$ cat src/rtl/vout_stage_guarded.sv
// Video output stage: fixed-latency delay of sync/DE/pixel data towards the transmitter,
// gated off until HSYNC has locked and a frame start (VSYNC edge) has been observed.
module vout_stage_guarded #(
  parameter int color_width = 8,
  parameter int channels    = 3,
  parameter int pipe_stages = 1,
  parameter int wd_limit    = 4095,
  parameter int lock_lines  = 8
) (
  input  logic                             VCLK_Tx,
  input  logic                             VRST_Tx,
  input  logic                             VSYNC_i,
  input  logic                             HSYNC_i,
  input  logic                             DE_i,
  input  logic [channels*color_width-1:0]  VD_i,
  input  logic                             cfg_vsync_pol,
  input  logic                             cfg_hsync_pol,
  input  logic                             cfg_blank_en,
  output logic                             VSYNC_o,
  output logic                             HSYNC_o,
  output logic                             DE_o,
  output logic [channels*color_width-1:0]  VD_o,
  output logic                             sync_ok_o,
  output logic [7:0]                       frame_cnt_o
);

  // state   | meaning
  // IDLE    | no horizontal lock; outputs blanked
  // LOCKING | counting consecutive HSYNC rising edges
  // WAIT_VS | line-locked, waiting for a frame start
  // RUN     | video passed through to the transmitter

  localparam int DW = channels * color_width;
  localparam int PW = DW + 3;
  localparam logic [7:0]  LOCK_LINES = 8'(lock_lines);
  localparam logic [15:0] WD_LIMIT   = 16'(wd_limit);

  typedef enum logic [1:0] {IDLE, LOCKING, WAIT_VS, RUN} state_t;

  state_t      state;
  logic [7:0]  lock_cnt;
  logic [15:0] wd_cnt;
  logic        hs_q, vs_q;
  logic        hs_rise, vs_rise, timeout;

  logic [PW-1:0] pipe_in, pipe_tap;
  logic          tap_vs, tap_hs, tap_de;
  logic [DW-1:0] tap_vd;

  assign pipe_in = {VSYNC_i, HSYNC_i, DE_i, VD_i};

  // The output register is the last stage, so only pipe_stages-1 stages live here.
  generate
    if (pipe_stages > 1) begin : g_dly
      logic [PW-1:0] dly_q [pipe_stages-1];
      always_ff @(posedge VCLK_Tx or posedge VRST_Tx) begin
        if (VRST_Tx) begin
          for (int i = 0; i < pipe_stages-1; i++) dly_q[i] <= '0;
        end else begin
          dly_q[0] <= pipe_in;
          for (int i = 1; i < pipe_stages-1; i++) dly_q[i] <= dly_q[i-1];
        end
      end
      assign pipe_tap = dly_q[pipe_stages-2];
    end else begin : g_nodly
      assign pipe_tap = pipe_in;
    end
  endgenerate

  assign tap_vs = pipe_tap[PW-1];
  assign tap_hs = pipe_tap[PW-2];
  assign tap_de = pipe_tap[PW-3];
  assign tap_vd = pipe_tap[DW-1:0];

  assign hs_rise = HSYNC_i & ~hs_q;
  assign vs_rise = VSYNC_i & ~vs_q;
  assign timeout = (wd_cnt == WD_LIMIT);

  always_ff @(posedge VCLK_Tx or posedge VRST_Tx) begin
    if (VRST_Tx) begin
      hs_q   <= 1'b0;
      vs_q   <= 1'b0;
      wd_cnt <= '0;
    end else begin
      hs_q <= HSYNC_i;
      vs_q <= VSYNC_i;
      if (hs_rise)
        wd_cnt <= '0;
      else if (!timeout)
        wd_cnt <= wd_cnt + 16'd1;
    end
  end

  always_ff @(posedge VCLK_Tx or posedge VRST_Tx) begin
    if (VRST_Tx) begin
      state       <= IDLE;
      lock_cnt    <= '0;
      sync_ok_o   <= 1'b0;
      frame_cnt_o <= '0;
    end else if (timeout && state != IDLE) begin
      // sync loss wins over any edge arriving in the same cycle
      state     <= IDLE;
      lock_cnt  <= '0;
      sync_ok_o <= 1'b0;
    end else begin
      case (state)
        IDLE: begin
          if (hs_rise) begin
            lock_cnt <= 8'd1;
            state    <= (LOCK_LINES == 8'd1) ? WAIT_VS : LOCKING;
          end
        end
        LOCKING: begin
          if (hs_rise) begin
            lock_cnt <= lock_cnt + 8'd1;
            if (lock_cnt + 8'd1 == LOCK_LINES)
              state <= WAIT_VS;
          end
        end
        WAIT_VS: begin
          if (vs_rise) begin
            state     <= RUN;
            sync_ok_o <= 1'b1;
          end
        end
        RUN: begin
          if (vs_rise)
            frame_cnt_o <= frame_cnt_o + 8'd1;
        end
        default: begin
          state     <= IDLE;
          lock_cnt  <= '0;
          sync_ok_o <= 1'b0;
        end
      endcase
    end
  end

  // Gating uses the state register as it stands at the loading edge.
  always_ff @(posedge VCLK_Tx or posedge VRST_Tx) begin
    if (VRST_Tx) begin
      VSYNC_o <= 1'b0;
      HSYNC_o <= 1'b0;
      DE_o    <= 1'b0;
      VD_o    <= '0;
    end else if (state == RUN) begin
      VSYNC_o <= tap_vs ~^ cfg_vsync_pol;
      HSYNC_o <= tap_hs ~^ cfg_hsync_pol;
      DE_o    <= tap_de;
      VD_o    <= (cfg_blank_en && !tap_de) ? '0 : tap_vd;
    end else begin
      VSYNC_o <= ~cfg_vsync_pol;
      HSYNC_o <= ~cfg_hsync_pol;
      DE_o    <= 1'b0;
      VD_o    <= '0;
    end
  end

endmodule

$ cat config.mk
export PLATFORM = sky130hd
export DESIGN_NAME = vout_stage_guarded
export DESIGN_NICKNAME = d
export VERILOG_FILES = /design/src/rtl/vout_stage_guarded.sv
export SDC_FILE = /design/constraint.sdc
export NUM_CORES = 1
export LEC_CHECK = 0
export BUFFER_PORTS_ARGS = -buffer_cell sky130_fd_sc_hd__buf_2
export CAP_MARGIN = 25
export CORE_AREA = 2 2 82 84
export CTS_CLUSTER_SIZE = 25
export DETAILED_ROUTE_END_ITERATION = 12
export DIE_AREA = 0 0 84 86
export GPL_TIMING_DRIVEN = 0
export PLACE_DENSITY_LB_ADDON = 0.2
export REMOVE_ABC_BUFFERS = 1
export SLEW_MARGIN = 0
export SYNTH_ARGS = -nofsm -noshare
export SYNTH_HDL_FRONTEND = slang
export SYNTH_SLANG_ARGS = --single-unit
export TNS_END_PERCENT = 10
$ cat constraint.sdc
create_clock -name VCLK_Tx -period 2.1 [get_ports VCLK_Tx]
set_clock_uncertainty 0.15 [all_clocks]
set_input_delay 0.42 -clock VCLK_Tx [delete_from_list [all_inputs] [get_ports VCLK_Tx]]
set_output_delay 0.42 -clock VCLK_Tx [all_outputs]
set_load 0.03 [all_outputs]
Yosys cells after proc, flatten, opt, wreduce, memory -nomap -nowiden
Cells that the tools add are included. W data, S select, Z words.

Register bits after elaboration: 64. Input bits: 32. Output and inout port bits: 36. Word-level logic and storage cells: 66.

Add/subtract/negate cells: 3. Eq/ne operators: 10. Muxes and demuxes: 20. Bitwise logic cells: 9. Reductions and logical operators: 13.

Operators with widths (count): $mux W24 (2); $mux W16 (2); $mux W8 (3); $add A16 B1 Y16 const B (1); $add A8 B1 Y8 const B (2); $eq A16 B12 Y1 const B (1); $pmux W8 S2 (1); $ne A3 B3 Y1 const B (4); $mux W2 (5); $eq A8 B4 Y1 const B (1); $mux W1 (6); $pmux W2 S3 (1); $reduce_and A3 Y1 (2); $reduce_bool A2 Y1 (3); $not A1 Y1 (5); $reduce_and A5 Y1 (1); $eq A2 B2 Y1 const B (2); $reduce_bool A4 Y1 (1); $reduce_bool A3 Y1 (1); $and A1 B1 Y1 (2); $eq A2 B1 Y1 const B (1); $logic_and A1 B1 Y1 (2); $logic_not A2 Y1 (1); $ne A2 B2 Y1 const B (1); other kinds (3) (4).

Logic depth before layout (Yosys ltp)
Word-level depth: 6. Gate-level depth with buffers: 8. Mapped depth without buffers: 7.

Least setup slack after synthesis
No wires, ideal clock.

Kind: reg2reg. Start: register lock_cnt[0]. End: register state[1]. Setup time: 0.095 ns. Arrival time: 2.055 ns. Data required time: 1.855 ns. Path slack: -0.201 ns. Stages on the path, launching flop included: 8. Buffers on the path: 0. Period minus slack after synthesis: 2.301 ns. Cells stage by stage: dfrtp_1 > ha_1 > nand3_1 > a2bb2o_1 > o32ai_1 > a21oi_2 > or4_1 > o31ai_1.

Cells in the longest elaborated chain, start to end: 4.

Ends and longest elaborated chain: start: declaration (RTL line 41) `logic [7:0] lock_cnt;`; start signal: assignment (RTL line 115) `lock_cnt <= lock_cnt + 8'd1;`; $add A8 B1 Y8 (RTL line 116) `if (lock_cnt + 8'd1 == LOCK_LINES)`; $eq A8 B4 Y1 (RTL line 116); $ne A3 B3 Y1 (no source line); $reduce_and A5 Y1 (no source line); end signal: assignment (RTL line 110) `state <= (LOCK_LINES == 8'd1) ? WAIT_VS : LOCKING;`; end: declaration (RTL line 40) `state_t state;`.

No other way between the ends. A chain may end at the register's enable or synchronous reset.

Worst setup path after layout
Start: register lock_cnt[1]. End: register state[1].

Same word-level chain as after synthesis.

==> flow_summary.toml <==
[global_route]
first_global_vias = 2266
antenna_found_initial = 0
grt.overflow.total = 0
globalRouteTotalUtil_pct = 18.0
grt_max_degree = 35
grt_pass1_wl_um = 10300

[drt]
wl_per_cell_um = 14.1
route.detailed.drc = 0
routed-via-count = 2292
viasPerCell = 5.17
drt-initial-drc-count = 122
final_antenna_net_count = 0
detail_route.wirelength_um = 6240
detail_route.first_pass.iterations = 4

[sta]
hold_ws_ns = 0.0274
slew_headroom_pct = 51.8
hold_viol = 0
period_share_pct = 109
max_slew.worst_pin.slew_ns = 0.722
fin_ws_ns = -0.188
final.min_clock_period_ns = 2.29
maxSlewViolCount = 0
grt_setup_unrepaired = "true"
setup_violations = 13
fmax_mhz = 437

[clock_network]
cts_sinks = 64
max-clock-path-buffers = 2
worstSkewPairLatency_ns = 0.34
root_buffer = "sky130_fd_sc_hd__clkbuf_8"
clk_pin_slew_worst_paths_ns = 0.07
htreeDepth = 3
tritoncts = "built"
cts_inserted_buffers = 9
hold_buffers = 0

[logic_synthesis]
ys_types = 47
synth_simple_gate_area_share_pct = 21.5
synth_commonest_cells = "sky130_fd_sc_hd__dfrtp_1, sky130_fd_sc_hd__and2_1, sky130_fd_sc_hd__nor2_1"
syn_area_um2 = 2970
synth_sequential_area_ratio_pct = 54.0
synthDominantAreaCellType = "sky130_fd_sc_hd__dfrtp_1"
netlist_top_cells_area = "sky130_fd_sc_hd__dfrtp_1, sky130_fd_sc_hd__and2_1, sky130_fd_sc_hd__xnor2_1"
synth_adder_area_share_pct = 3.37
ys_dominant_reg_cell = "sky130_fd_sc_hd__dfrtp_1"
syn_avg_cell_area_um2 = 11.2
synth.top_cell.area_share_pct = 54.0
post_synth_xor_area_fraction_pct = 6.49
multiplexer_share_of_the_synthesized_area_pct = 1.10
synth_warnings = 0
synth_top_family_by_area = "simple AND/OR/NAND/NOR gates"
number_of_register_bits_inferred_by_synthesis = 64
yosysMostFrequentCell = "sky130_fd_sc_hd__dfrtp_1"
post_synth_inst_count = 264
synth-compound-area-share_pct = 11.3
synth-async-reset-ratio_pct = 100
synth_edf_count = 0

[power_and_ir_drop]
swShare_pct = 38.0
ir_drop_mv = 0.652
seqPwrFrac_pct = 39.4
p_leak_nw = 1.89
internal_power_w = 0.00253
combinationalPowerShare_pct = 37.4
power.share.clock_pct = 23.2
switching_power_w = 0.00155
power_density_nw_per_um2 = 1050

[placed_design]
numPlacedInstances = 403
place_congestion = 0.764
port_buffers = 67
postPlaceCellArea_um2 = 3390
hpwlAfterDp_um = 3990

[cells_and_area]
layout-area-overhead-vs-synth_pct = 30.3
post_layout_nonfiller_instances = 443
multi_input_area_um2 = 1410
drive_above_1_share_pct = 38.3
final_util_pct = 61.6
stdcell_area_um2 = 3870
area.sequential_um2 = 1600
layout.nets = 402
nFillCells = 508
antennaDiodeCount = 0

[worst_setup_path]
critPathCaptureType = "register"
crit_arrival_ns = 2.38
worstSetupStartpoint = "lock_cnt[1]"
r2r_depth = 7
worst-setup-path-type = "reg -> reg"
startpoint_type = "register"
timing.rr.start = "lock_cnt[1]"
crit_fanout = 7
req_time_crit_path_ns = 2.20

[worst_hold_path]
hp-class = "in -> async"

[floorplanning]
rows = 29
core-area_um2 = 6280
num_io_pins = 68
die_w_um = 84
floorplan.initialDensity_pct = 47.3
die_y_um = 86
die_area_um2 = 7220

[run_status]
outcome = "complete, but fails checks"
violations = "negative setup slack"

[flow_run]
max_cap_viol_count = 0
==> stage by stage <==
| step | total power (W) | TNS, ns | worst slack [ns] |
|---|---|---|---|
| finish | 0.00407 | -1.16 | -0.188 |
| CTS | 0.00406 | -0.949 | -0.157 |
| floorplan | 0.00257 | -4.75 | -0.201 |
| global placement | 0.00290 | -70.60 | -0.831 |
| detailed placement | 0.00294 | -3.29 | -0.455 |
| global route | 0.00433 | -3.28 | -0.299 |
==> layout by cell type (no fill, tap or decap), drive strengths merged, types with 2 or more instances in the layout <==
| cell | Yosys | final |
|---|---|---|
| a21oi | 8 | 8 |
| and2 | 27 | 27 |
| and3 | 4 | 4 |
| and4 | 4 | 4 |
| buf | 3 | 94 |
| clkbuf | 5 | 12 |
| clkinv | 0 | 2 |
| dfrtp | 64 | 64 |
| ha | 8 | 8 |
| inv | 6 | 6 |
| mux2 | 2 | 2 |
| nand2 | 17 | 17 |
| nand2b | 3 | 3 |
| nand3 | 11 | 11 |
| nand4 | 4 | 5 |
| nor2 | 21 | 21 |
| nor2b | 7 | 7 |
| nor3 | 4 | 4 |
| nor3b | 4 | 4 |
| o211ai | 3 | 3 |
| o21ai | 10 | 10 |
| o31ai | 9 | 9 |
| or4 | 3 | 3 |
| xnor2 | 12 | 12 |
| xor2 | 10 | 10 |
==> power groups by stage <==
stage | combinational [W] | sequential (W) | clock, W
after floorplan | 0.000679 | 0.00189 | 0
after global placement | 0.00129 | 0.00161 | 0
after detailed placement | 0.00133 | 0.00161 | 0
after CTS | 0.00150 | 0.00160 | 0.000962
after global routing | 0.00167 | 0.00164 | 0.00102
final | 0.00153 | 0.00160 | 0.000945
==> registers in the layout (all words and copies together) (netlist names) <==
signal       cells
state            2
DE_o             1
hs_q             1
vs_q             1
HSYNC_o          1
frame_cnt_o      8
sync_ok_o        1
lock_cnt         8
VSYNC_o          1
VD_o            24
wd_cnt          16
==> kinds of logic after synthesis <==
family | count (synthesis)
AND/OR/NAND/NOR | 111
buffers and inverters | 14
adder cells (fa/ha/maj) | 8
flip-flops | 64
AO/OA/AOI/OAI | 42
multiplexers | 3
XOR/XNOR | 22
==> layer usage <==
layer	vias to the layer above	share of wire, %	global-route usage, %
met2	64	47	27.4
met5	-	0	0
met4	0	1.5	9.38
met3	7	6.2	4.72
met1	1107	46	23.7
li1	1114	-	-
==> worst paths after layout <==
kind	endpoint	slack, ns
worst min register to register	frame_cnt_o[7]	0.32
worst min-delay path	frame_cnt_o[0]	0.03
max in group asynchronous	VD_o[19]	1.17
worst max-delay path	state[1]	-0.19
worst max register to register	state[1]	-0.19
min in group VCLK_Tx	vs_q	0.07
==> final cells by class <==
cell class / instances / share of cell area, %
clock buffers: 12 / 4.01
clock inverters: 3 / 0.453
inverters: 6 / 0.583
multi-input cells: 187 / 36.5
flip-flops and latches: 64 / 41.5
well taps: 77 / 2.49
repair buffers: 94 / 14.5
==> worst max-delay path: stages, from the launching register on <==
cell and delay, ns:
sky130_fd_sc_hd__dfrtp_2 0.42, sky130_fd_sc_hd__ha_4 0.18, sky130_fd_sc_hd__nand3_2 0.14, sky130_fd_sc_hd__a2111oi_2 0.41, sky130_fd_sc_hd__o31a_1 0.24, sky130_fd_sc_hd__a21oi_2 0.08, sky130_fd_sc_hd__or4_1 0.48, sky130_fd_sc_hd__o31ai_1 0.09
==> repair_timing <==
| item | 4_1_cts | 5_1_grt |
|---|---|---|
| resized for setup | 22 | 7 |
| setup endpoints to repair | 16 | 19 |
| hold endpoints to repair | 0 | 0 |
| pin swaps | 11 | 2 |
| setup buffers | 20 | 4 |
| gates cloned | 1 | 0 |
(Power assumes the default switching activity.)
